[config.mk]
export PLATFORM = sky130hd
export DESIGN_NAME = jt89_decim
export DESIGN_NICKNAME = d
export VERILOG_FILES = /design/src/rtl/jt89_decim.sv
export SDC_FILE = /design/constraint.sdc
export NUM_CORES = 1
export LEC_CHECK = 0
export ABC_AREA = 0
export ABC_CLOCK_PERIOD_IN_PS = 2840
export BUFFER_PORTS_ARGS = -buffer_cell sky130_fd_sc_hd__clkbuf_2
export CORE_ASPECT_RATIO = 1.75
export CORE_UTILIZATION = 44
export DETAILED_ROUTE_END_ITERATION = 8
export GPL_TIMING_DRIVEN = 0
export PLACE_DENSITY = 0.64
export RECOVER_POWER = 100
export SLEW_MARGIN = 10
export SYNTH_ARGS = -nofsm -noshare
export SYNTH_HDL_FRONTEND = slang
export SYNTH_SLANG_ARGS = --single-unit
[constraint.sdc]
create_clock -name clk -period 2.84 [get_ports clk]
set_clock_uncertainty 0.1 [all_clocks]
set_input_delay 0.568 -clock clk [delete_from_list [all_inputs] [get_ports clk]]
set_output_delay 0.568 -clock clk [all_outputs]
set_load 0.02 [all_outputs]
[src/rtl/jt89_decim.sv]
// Second-order CIC decimator, ratio 16, for the JT89 x16 mixer stream.
// Unsigned modulo-2^(bw+8) integrators and combs; output truncated by 256.
module jt89_decim #(
    parameter int bw = 11
) (
    input  logic          clk,
    input  logic          rst,
    input  logic          clk_en,
    input  logic [bw-1:0] din,
    output logic [bw-1:0] dout,
    output logic          dout_valid,
    output logic [3:0]    phase
);
    localparam int W = bw + 8;

    logic [W-1:0]  integ1_q, integ1_d;
    logic [W-1:0]  integ2_q, integ2_d;
    logic [W-1:0]  z1_q, z1_d;
    logic [W-1:0]  z2_q, z2_d;
    logic [W-1:0]  c1_q, c1_d;
    logic          tick_d_q, tick_d_d;
    logic [3:0]    phase_q, phase_d;
    logic [bw-1:0] dout_q, dout_d;
    logic          dout_valid_q, dout_valid_d;
    logic          tick;
    logic [W-1:0]  c2;

    always_comb begin
        integ1_d     = integ1_q;
        integ2_d     = integ2_q;
        phase_d      = phase_q;
        c1_d         = c1_q;
        z1_d         = z1_q;
        z2_d         = z2_q;
        dout_d       = dout_q;
        tick         = clk_en && (phase_q == 4'd15);
        c2           = c1_q - z2_q;
        tick_d_d     = tick;
        dout_valid_d = tick_d_q;

        if (clk_en) begin
            integ1_d = integ1_q + {{8{1'b0}}, din};
            integ2_d = integ2_q + integ1_q;
            phase_d  = phase_q + 4'd1;
        end
        if (tick) begin
            c1_d = integ2_q - z1_q;
            z1_d = integ2_q;
        end
        // Second comb runs one cycle after the tick, whatever clk_en does then.
        if (tick_d_q) begin
            z2_d   = c1_q;
            dout_d = bw'(c2 >> 8);
        end
    end

    always_ff @(posedge clk) begin
        if (rst) begin
            integ1_q     <= '0;
            integ2_q     <= '0;
            z1_q         <= '0;
            z2_q         <= '0;
            c1_q         <= '0;
            tick_d_q     <= 1'b0;
            phase_q      <= '0;
            dout_q       <= '0;
            dout_valid_q <= 1'b0;
        end else begin
            integ1_q     <= integ1_d;
            integ2_q     <= integ2_d;
            z1_q         <= z1_d;
            z2_q         <= z2_d;
            c1_q         <= c1_d;
            tick_d_q     <= tick_d_d;
            phase_q      <= phase_d;
            dout_q       <= dout_d;
            dout_valid_q <= dout_valid_d;
        end
    end

    assign dout       = dout_q;
    assign dout_valid = dout_valid_q;
    assign phase      = phase_q;

endmodule
==> results by group, run 1 <==
Outcome
  – Status: finished, final reports clean

Drt
  – DRT iter0 DRCs: 208
  – # DRC: 0
  – Routed length per instance: 16.0 um
  – Post-route ant nets: 0
  – Pre-antenna DRT Iters: 5
  – Routed WL: 17100 um
  – DR vias: 5799
  – Via-to-Cell Ratio: 5.41

Synth
  – #FFs+latches synth: 112
  – Yosys warns: 0
  – Dominant synthesized flop cell: dfxtp_1
  – Most frequent cells after synthesis: dfxtp_1, nor2_1, nand2_1
  – Area leader, netlist: dfxtp_1
  – Most numerous cell in the Yosys netlist: dfxtp_1
  – Yosys cell types: 66
  – Mapped Cells: 841
  – Register area share after synthesis: 0.326
  – Number of synthesized flops with an enable pin: 0
  – Syn_nets: 923
  – Syn Std Cell Area: 6880 um2
  – Mean post-synth cell area: 8.18 um2
  – Synth async-reset ratio: 0
  – Synth top area share: 0.326
  – Synth area leaders: dfxtp_1, ha_1, mux2i_1

Place
  – HPWL Detailed: 13500 um
  – RD Place Congestion: 0.894
  – IO buf count: 27
  – DP Worst Slack: -0.393 ns
  – Dpl cells: 1054

Setup path
  – CP max stage delay: 0.49 ns
  – Worst path cell trace: ha_4 > inv_2 > fa_2 > nand2b_4 > a21oi_2 > o41a_1 > a2111oi_4 > o21ai_1 > xor2_1 > a21oi_1 > a31o_2
  – Crit-path slowest cell: a2111oi_4
  – R2R setup slack: 0.1 ns
  – R2R Path End: integ2_q[18]$_SDFFE_PP0P_
  – Reg2reg path depth: 11
  – Worst endpoint required time: 3.00 ns
  – CP Capture Type: register
  – Critical Path Source Type: register
  – Reg2reg start: integ1_q[0]$_SDFFE_PP0P_
  – Setup CP Type: reg -> reg
  – Critical Path AT: 2.90 ns
  – Max FO, Critical Path: 3

Floorplanning
  – Core Rows: 60
  – I/O Pins: 30
  – Die height: 167 um
  – Initial Utilization: 0.449
  – Die width: 96.5 um
  – DIE AREA: 16200 um2
  – Core footprint: 15300 um2

GRT
  – Vias in the first global route: 5578
  – Global Route Usage Sum: 0.221
  – First-pass GRT wire length: 27100 um
  – Global route total overflow: 0
  – Initial antenna violation count: 0
  – Pin count of the biggest net entering global routing: 19

Timing
  – Setup violators final: 0
  – Period utilisation layout: 0.966
  – Setup WS post-layout: 0.0960 ns
  – Minimum clock period: 2.74 ns
  – Worst-Margin Slew: 0.851 ns
  – Relative slew slack: 0.433
  – Final-report max-slew violation count: 0
  – Fmax: 364 MHz
  – Final Hold Fails: 0
  – RSZ-0062 raised after global routing: yes

Cells and area
  – Synth-to-Final Area Change: 10.7%
  – # diodes: 0
  – Layout Nets: 964
  – Layout Cells excl Fill: 1072
  – Share of cells above drive strength 1: 0.0666

Worst hold path
  – WHS Path Cells: 2
  – Hold_sp: z1_q[2]$_SDFFE_PP0P_
  – Hold endpoint: z1_q[2]$_SDFFE_PP0P_
  – HP Class: reg -> reg

Clock tree
  – Root Buffer: clkbuf_16
  – CTS sink count: 112
  – Clock transition at the registers of the reported paths: 0.08 ns
  – CTS buffer count: 9
  – H-tree Lvls: 3
  – CTS tree: done
  – Hold-fix buffers, CTS: 0
  – Clk_lat worst skew: 0.36 ns
  – Clk buf depth: 2

Power
  – Leak: 2.99 nW
  – Pwr Density: 509 nW/um2
  – Max rail drop VDD: 0.000271 V

Flow run
  – Number of max-cap violations: 0
## sequential cells by signal, summed over array words and instances (netlist names)
register / flops
integ2_q: 19
phase: 4
dout: 11
z1_q: 19
integ1_q: 19
dout_valid_d: 1
dout_valid: 1
c1_q: 19
z2_q: 19
## area by class of cell
| type | count | area [um2] |
|---|---|---|
| well taps | 186 | 233 |
| repair buffers | 30 | 138 |
| multi-input cells | 636 | 4350 |
| clock buffers | 9 | 225 |
| clock inverters | 6 | 68.8 |
| plain buffers | 31 | 119 |
| fillers | 1570 | 7700 |
| inverters | 62 | 233 |
| flip-flops and latches | 112 | 2240 |
## metrics by stage
stage	total power, mW	hold WS, ns	TNS, ns	utilization	area (um2)
5_1_grt	4.06	0.379	-0.0716	0.497	7610
3_5_place_dp	2.58	0.347	-1.34	0.473	7250
3_3_place_gp	2.57	0.342	-1.19	0.473	7250
4_1_cts	3.86	0.358	0	0.495	7590
2_1_floorplan	2.37	0.336	0	-	6880
6_report	3.88	0.354	0	0.497	7610
## worst max-delay path, delay by kind of cell (launching register included)
family / cells / cell delay (ns)
simple gates: 1 / 0.13
flops: 1 / 0.35
compound gates: 6 / 1.43
xor+xnor: 1 / 0.20
fa+ha+maj: 2 / 0.36
buf+inv: 1 / 0.05
## where the power goes
group          internal [mW]  switching, mW  leakage, nW  total, mW
Combinational          0.372          0.545         1.94      0.917
Clock                  0.687          0.600        0.142       1.29
Sequential              1.62         0.0552        0.907       1.67
Total                   2.68           1.20         2.99       3.88
## layout by cell type (no fill, tap or decap), types with 4 or more instances in the layout
cell and count:
dfxtp_1 110, nor2_1 93, nand2_1 88, a21oi_1 74, ha_1 64, inv_1 60
clkbuf_1 43, mux2i_1 41, xnor2_1 30, o21ai_0 29, nand3_1 22, xor2_1 17
nor3_1 15, a21o_1 15, a211oi_1 14, clkbuf_2 11, nand4_1 10, nor2b_1 9
clkbuf_16 9, o21a_1 7, nand2b_1 7, and3_1 6, o21ai_1 6, o21bai_1 6
a31oi_1 6, a22o_1 5, or3_1 5, o211ai_1 4, o21ai_2 4, or4_1 4
## per-layer routing
| layer | share of wire | wire length [um] | up-vias | GRT usage |
|---|---|---|---|---|
| met4 | 0.037 | 639 | 0 | 0.108 |
| li1 | - | - | 3021 | - |
| met3 | 0.018 | 313 | 27 | 0.0272 |
| met1 | 0.38 | 6550 | 2674 | 0.216 |
| met5 | 0 | 0 | - | 0 |
| met2 | 0.56 | 9620 | 77 | 0.430 |
## cells by family after synthesis
family                   count (synthesis)  share of synthesized area
AND/OR/NAND/NOR                        278                      0.185
buffers and inverters                   93                     0.0511
flip-flops                             112                      0.326
XOR/XNOR                                47                     0.0599
AO/OA/AOI/OAI                          201                      0.190
adder cells (fa/ha/maj)                 68                      0.127
multiplexers                            42                     0.0613
## how the worst max path moves through the flow
stage,startpoint,depth (start not counted),end,slack [ns]
floorplan,din[0],11,integ1_q[18]$_SDFFE_PP0P_,0.07
detailed placement,din[0],12,integ1_q[18]$_SDFFE_PP0P_,-0.39
global placement,din[0],12,integ1_q[18]$_SDFFE_PP0P_,-0.38
finish,integ1_q[0]$_SDFFE_PP0P_,11,integ2_q[18]$_SDFFE_PP0P_,0.1
CTS,integ1_q[0]$_SDFFE_PP0P_,11,integ2_q[18]$_SDFFE_PP0P_,0.02
global route,integ2_q[0]$_SDFFE_PP0P_,11,integ2_q[18]$_SDFFE_PP0P_,-0.07
## repair_timing
action | 4_1_cts | 5_1_grt
endpoints found under the setup margin | 7 | 9
buffers inserted | 2 | 1
pin swaps | 4 | 11
resized for setup | 9 | 10
Note: power is estimated with default switching activity, not from simulation.
==> run 2: changes to the inputs <==
CORE_UTILIZATION = 30   (was 44)
PLACE_DENSITY = 0.48   (was 0.64)
==> run 2 against run 1 <==
Non-clock buffer count grew 1. Via count fell by 0.12%. Highest routed layer unchanged. Global-route usage down 5.6 points. Combinational power rose by 1%. Die area up 46%. First-iteration DRC count rose by 18%. Routed wire length increased by 7.8%. Core utilization shrank 15 points. Clock power is 8% higher. Cell count is 11% higher. Sequential share of layout area shrank 0.66 points.
==> results by group, run 2 (synthesis results as in run 1) <==
Floorplanning
  – I/O Pins: 30 (unchanged)
  – Initial Utilization: 0.304 (was 0.449)
  – DIE AREA: 23600 um2 (was 16200 um2)
  – Core footprint: 22700 um2 (was 15300 um2)
  – Core Rows: 73 (was 60)
  – Die width: 116 um (was 96.5 um)
  – Die height: 202 um (was 167 um)

Power
  – Clock Power Share: 0.349 (was 0.332)
  – Sw Share: 0.301 (was 0.310)
  – Max rail drop VDD: 0.000301 V (was 0.000271 V)
  – Power Internal: 2.79 mW (was 2.68 mW)
  – Leak: 3.00 nW (was 2.99 nW)
  – Pwr Density: 513 nW/um2 (was 509 nW/um2)
  – Combinational share of power: 0.232 (was 0.236)
  – P_sw: 1.20 mW (about the same)
  – Reg power frac: 0.419 (was 0.432)

GRT
  – Pin count of the biggest net entering global routing: 18 (was 19)
  – Initial antenna violation count: 0 (unchanged)
  – Global Route Usage Sum: 0.165 (was 0.221)
  – Global route total overflow: 0 (unchanged)
  – First-pass GRT wire length: 29300 um (was 27100 um)
  – Vias in the first global route: 5713 (was 5578)

Place
  – IO buf count: 27 (unchanged)
  – Dpl cells: 1168 (was 1054)
  – HPWL Detailed: 15000 um (was 13500 um)
  – RD Place Congestion: 0.870 (was 0.894)

Cells and area
  – Synth-to-Final Area Change: 13.2% (was 10.7%)
  – # diodes: 0 (unchanged)
  – FF+latch area: 2240 um2 (unchanged)
  – Layout Cells excl Fill: 1188 (was 1072)
  – Utilization after layout: 0.344 (was 0.497)
  – Commonest non-fill, non-tap cell in the layout: dfxtp_1 (unchanged)
  – Area of the multi-input gates: 4350 um2 (about the same)
  – Layout Nets: 965 (was 964)
  – Share of cells above drive strength 1: 0.0687 (was 0.0666)
  – Most frequent cells in the layout: dfxtp_1, nor2_1, nand2_1 (unchanged)
  – Number of fill cells: 2518 (was 1570)

Outcome
  – Status: finished, final reports clean (unchanged)

Drt
  – Via-to-Cell Ratio: 4.88 (was 5.41)
  – Post-route ant nets: 0 (unchanged)
  – Pre-antenna DRT Iters: 6 (was 5)
  – Routed length per instance: 15.5 um (was 16.0 um)
  – # DRC: 0 (unchanged)
  – DRT iter0 DRCs: 245 (was 208)
  – Routed WL: 18500 um (was 17100 um)
  – DR vias: 5792 (was 5799)

Timing
  – Final Hold Fails: 0 (unchanged)
  – Worst-Margin Slew: 0.893 ns (was 0.851 ns)
  – Fmax: 364 MHz (about the same)
  – Minimum clock period: 2.75 ns (was 2.74 ns)
  – Period utilisation layout: 0.967 (was 0.966)
  – RSZ-0062 raised after global routing: yes (unchanged)
  – Hold Slack: 0.354 ns (about the same)
  – Setup violators final: 0 (unchanged)
  – Final-report max-slew violation count: 0 (unchanged)
  – Relative slew slack: 0.404 (was 0.433)

Clock tree
  – CTS sink count: 112 (unchanged)
  – Clk_lat worst skew: 0.36 ns (about the same)
  – Hold-fix buffers, CTS: 0 (unchanged)
  – Clock transition at the registers of the reported paths: 0.07 ns (was 0.08 ns)
  – Root Buffer: clkbuf_16 (unchanged)
  – CTS buffer count: 9 (unchanged)
  – CTS tree: done (unchanged)
  – H-tree Lvls: 3 (unchanged)
  – Clk buf depth: 2 (unchanged)

Setup path
  – CP Capture Type: register (unchanged)
  – Critical Path Source Type: register (unchanged)
  – Setup CP Type: reg -> reg (unchanged)
  – Critical Path AT: 2.93 ns (was 2.90 ns)
  – R2R setup slack: 0.09 ns (was 0.1 ns)
  – Worst endpoint required time: 3.02 ns (was 3.00 ns)
  – Max FO, Critical Path: 4 (was 3)

Worst hold path
  – HP Class: reg -> reg (unchanged)

Flow run
  – Number of max-cap violations: 0 (unchanged)
-- run 2: worst max-delay path: stages (launching register included) --
cell and delay (ns):
dfxtp_2 0.34, inv_1 0.06, ha_1 0.15, inv_1 0.05
fa_1 0.39, a21o_1 0.21, a21oi_2 0.19, o21ai_0 0.17
and3_1 0.25, o21ai_1 0.25, xnor2_1 0.21, nand2_1 0.12
a21oi_1 0.16
-- run 2: stage by stage --
stage	instance area [um2]	power, mW	setup WS, ns	setup TNS [ns]
after global routing	7780	4.19	-0.0171	-0.0171
after CTS	7760	4.01	0.00716	0
after floorplan	6880	2.37	0.0692	0
final	7780	3.99	0.0942	0
after detailed placement	7390	2.60	-0.476	-1.76
after global placement	7390	2.60	-0.466	-1.80
-- run 2: power by group through the flow --
stage | registers (mW) | clock network [mW] | logic, mW
global route | 1.68 | 1.48 | 1.02
finish | 1.67 | 1.39 | 0.926
floorplan | 1.69 | 0 | 0.671
global placement | 1.71 | 0 | 0.897
CTS | 1.67 | 1.43 | 0.914
detailed placement | 1.71 | 0 | 0.895
-- run 2: cell type report --
class                      count  area share
tap                          300      0.0482
clock buffer                  11      0.0312
timing repair buffer          31      0.0186
clock inverter                 5      0.0101
inverter                      62      0.0299
multi-input combinational    636       0.559
sequential                   112       0.288
buffer                        31      0.0151
-- run 2: worst paths after layout --
check,cells after the start,endpoint,start
setup / recovery,12,c1_q[16]$_SDFFE_PP0P_,integ2_q[0]$_SDFFE_PP0P_
hold / removal,2,z1_q[1]$_SDFFE_PP0P_,z1_q[1]$_SDFFE_PP0P_
setup reg to reg,12,c1_q[16]$_SDFFE_PP0P_,integ2_q[0]$_SDFFE_PP0P_
hold reg to reg,2,z1_q[1]$_SDFFE_PP0P_,z1_q[1]$_SDFFE_PP0P_
-- run 2: routing by layer --
| metal | track usage | vias to the layer above | share of wire |
|---|---|---|---|
| li1 | - | 3025 | - |
| met1 | 0.155 | 2673 | 0.37 |
| met2 | 0.334 | 65 | 0.57 |
| met3 | 0.0150 | 29 | 0.014 |
| met4 | 0.0879 | 0 | 0.045 |
| met5 | 0 | - | 0 |
-- run 2: what timing repair did --
item                                    CTS  global route
setup buffers                             3             1
pin swaps                                 6             9
endpoints found under the setup margin    9             5
cloned                                    0             0
endpoints found under the hold margin     0             0
gates resized for setup                  11            11
==> run 3: changes to the inputs <==
CELL_PAD_IN_SITES_DETAIL_PLACEMENT = 0   (was not set)
CELL_PAD_IN_SITES_GLOBAL_PLACEMENT = 1   (was not set)
PLACE_DENSITY = 0.59   (was 0.48)
==> run 3 against run 2 <==
First-iteration DRC count down 28%. Maximum frequency down 1.3%. Die area unchanged. Clock-buffer cell count unchanged. Largest cell class unchanged.
==> results by group, run 3 (synthesis results as in run 1) <==
Outcome
  – Status: finished, final reports clean (unchanged)

Cells and area
  – Layout Nets: 963 (was 965)
  – Synth-to-Final Area Change: 13.1% (was 13.2%)
  – Commonest non-fill, non-tap cell in the layout: dfxtp_1 (unchanged)
  – Number of fill cells: 2500 (was 2518)
  – FF+latch area: 2250 um2 (was 2240 um2)
  – Area of the multi-input gates: 4340 um2 (was 4350 um2)
  – Layout Cells excl Fill: 1186 (was 1188)
  – Most frequent cells in the layout: dfxtp_1, nor2_1, nand2_1 (unchanged)
  – Design area: 7780 um2 (about the same)
  – # diodes: 0 (unchanged)
  – Share of cells above drive strength 1: 0.0632 (was 0.0687)

Place
  – RD Place Congestion: 0.879 (was 0.870)
  – Area after DPL: 7390 um2 (unchanged)
  – Dpl cells: 1168 (unchanged)
  – IO buf count: 27 (unchanged)
  – HPWL Detailed: 15600 um (was 15000 um)
  – DP Worst Slack: -0.462 ns (was -0.476 ns)

Setup path
  – Reg2reg path depth: 9 (was 12)
  – Crit-path slowest cell: a2111oi_4 (was fa_1)
  – Crit path top cell by count: nor2_1 (was inv_1)
  – CP Capture Type: register (unchanged)
  – Max FO, Critical Path: 5 (was 4)
  – Worst endpoint required time: 3.00 ns (was 3.02 ns)
  – Worst setup path startpoint: integ2_q[6]$_SDFFE_PP0P_ (was integ2_q[0]$_SDFFE_PP0P_)
  – Critical path depth: 9 (was 12)
  – Worst path cell trace: ha_1 > nor2_1 > nor2_1 > o41a_1 > a2111oi_4 > o21ai_1 > xor2_1 > a21oi_1 > a31o_2 (was inv_1 > ha_1 > inv_1 > fa_1 > a21o_1 > a21oi_2 > o21ai_0 > and3_1 > o21ai_1 > xnor2_1 > nand2_1 > a21oi_1)
  – R2R Path End: integ2_q[18]$_SDFFE_PP0P_ (was c1_q[16]$_SDFFE_PP0P_)
  – CP max stage delay: 0.51 ns (was 0.39 ns)
  – End point of the critical path: integ2_q[18]$_SDFFE_PP0P_ (was c1_q[16]$_SDFFE_PP0P_)
  – Reg2reg start: integ2_q[6]$_SDFFE_PP0P_ (was integ2_q[0]$_SDFFE_PP0P_)
  – Critical Path Source Type: register (unchanged)
  – R2R setup slack: 0.06 ns (was 0.09 ns)
  – Delay-heaviest family, CP: compound AO/OA/AOI/OAI gates (unchanged)
  – Critical Path AT: 2.94 ns (was 2.93 ns)
  – Setup CP Type: reg -> reg (unchanged)
  – Number of buffers and inverters on the critical path: 0 (was 2)

GRT
  – Pin count of the biggest net entering global routing: 18 (unchanged)
  – Vias in the first global route: 5832 (was 5713)
  – Global Route Usage Sum: 0.177 (was 0.165)
  – Global route total overflow: 0 (unchanged)
  – First-pass GRT wire length: 31000 um (was 29300 um)
  – Initial antenna violation count: 0 (unchanged)

Timing
  – Setup WS post-layout: 0.0586 ns (was 0.0942 ns)
  – Fmax: 360 MHz (was 364 MHz)
  – Relative slew slack: 0.404 (about the same)
  – Minimum clock period: 2.78 ns (was 2.75 ns)
  – RSZ-0062 raised after global routing: yes (unchanged)
  – Final Hold Fails: 0 (unchanged)
  – Final-report max-slew violation count: 0 (unchanged)
  – Period utilisation layout: 0.979 (was 0.967)
  – Worst-Margin Slew: 0.894 ns (was 0.893 ns)
  – Hold Slack: 0.354 ns (about the same)
  – Setup violators final: 0 (unchanged)

Clock tree
  – Root Buffer: clkbuf_16 (unchanged)
  – CTS tree: done (unchanged)
  – CTS buffer count: 9 (unchanged)
  – Hold-fix buffers, CTS: 0 (unchanged)
  – CTS sink count: 112 (unchanged)
  – H-tree Lvls: 3 (unchanged)
  – Clk_lat worst skew: 0.37 ns (was 0.36 ns)
  – Clk buf depth: 2 (unchanged)
  – Clock transition at the registers of the reported paths: 0.08 ns (was 0.07 ns)

Floorplanning
  – Initial Utilization: 0.304 (unchanged)
  – I/O Pins: 30 (unchanged)
  – DIE AREA: 23600 um2 (unchanged)
  – Die height: 202 um (unchanged)
  – Core footprint: 22700 um2 (unchanged)
  – Die width: 116 um (unchanged)
  – Core Rows: 73 (unchanged)

Drt
  – Routed length per instance: 16.4 um (was 15.5 um)
  – DRT iter0 DRCs: 176 (was 245)
  – Via-to-Cell Ratio: 4.88 (about the same)
  – Post-route ant nets: 0 (unchanged)
  – DR vias: 5788 (was 5792)
  – Pre-antenna DRT Iters: 4 (was 6)
  – Routed WL: 19500 um (was 18500 um)
  – # DRC: 0 (unchanged)

Flow run
  – Number of max-cap violations: 0 (unchanged)

Worst hold path
  – HP Class: reg -> reg (unchanged)

Power
  – Max rail drop VDD: 0.000266 V (was 0.000301 V)
  – Pwr Density: 523 nW/um2 (was 513 nW/um2)
  – Leak: 3.00 nW (about the same)
-- run 3: tightest hold or removal path: stages, from the launching register on --
cell and delay (ns):
dfxtp_1 0.31, nand2_1 0.05, a21oi_1 0.05
-- run 3: layout make-up --
class / instances / share of cell area
buffer: 31 / 0.0153
clock buffer: 11 / 0.0299
tap: 300 / 0.0483
timing repair buffer: 29 / 0.0167
multi-input combinational: 636 / 0.558
inverter: 62 / 0.0299
clock inverter: 5 / 0.0134
sequential: 112 / 0.289
-- run 3: how the worst min path moves through the flow --
| stage | from | end | slack, ns | depth (start not counted) |
|---|---|---|---|---|
| after detailed placement | z1_q[12]$_SDFFE_PP0P_ | z1_q[12]$_SDFFE_PP0P_ | 0.35 | 2 |
| after global routing | z1_q[12]$_SDFFE_PP0P_ | z1_q[12]$_SDFFE_PP0P_ | 0.37 | 2 |
| after global placement | z1_q[9]$_SDFFE_PP0P_ | z1_q[9]$_SDFFE_PP0P_ | 0.34 | 2 |
| after CTS | z1_q[14]$_SDFFE_PP0P_ | z1_q[14]$_SDFFE_PP0P_ | 0.36 | 2 |
| final | z1_q[10]$_SDFFE_PP0P_ | z1_q[10]$_SDFFE_PP0P_ | 0.35 | 2 |
| after floorplan | z1_q[10]$_SDFFE_PP0P_ | z1_q[10]$_SDFFE_PP0P_ | 0.34 | 2 |
-- run 3: timing repair --
action	4_1_cts	5_1_grt
buffers inserted	2	0
pin swaps	6	9
gates resized for setup	12	6
setup endpoints to repair	10	8
-- run 3: per-stage QoR --
step	setup TNS [ns]	power [mW]	utilization
3_5_place_dp	-1.99	2.61	0.326
2_1_floorplan	0	2.37	-
6_report	0	4.07	0.343
4_1_cts	0	4.11	0.343
3_3_place_gp	-2.06	2.61	0.326
5_1_grt	-0.145	4.27	0.343
-- run 3: per-layer routing --
layer  wire [um]  track usage
met5           0            0
met4         762       0.0916
met3         246       0.0156
met2       11100        0.354
met1        7350        0.169
-- run 3: power breakdown --
part           internal [mW]  leakage (nW)  switching (mW)
registers               1.62         0.908          0.0546
logic                  0.370          1.93           0.557
clock network          0.866         0.164           0.604
total                   2.85          3.00            1.22
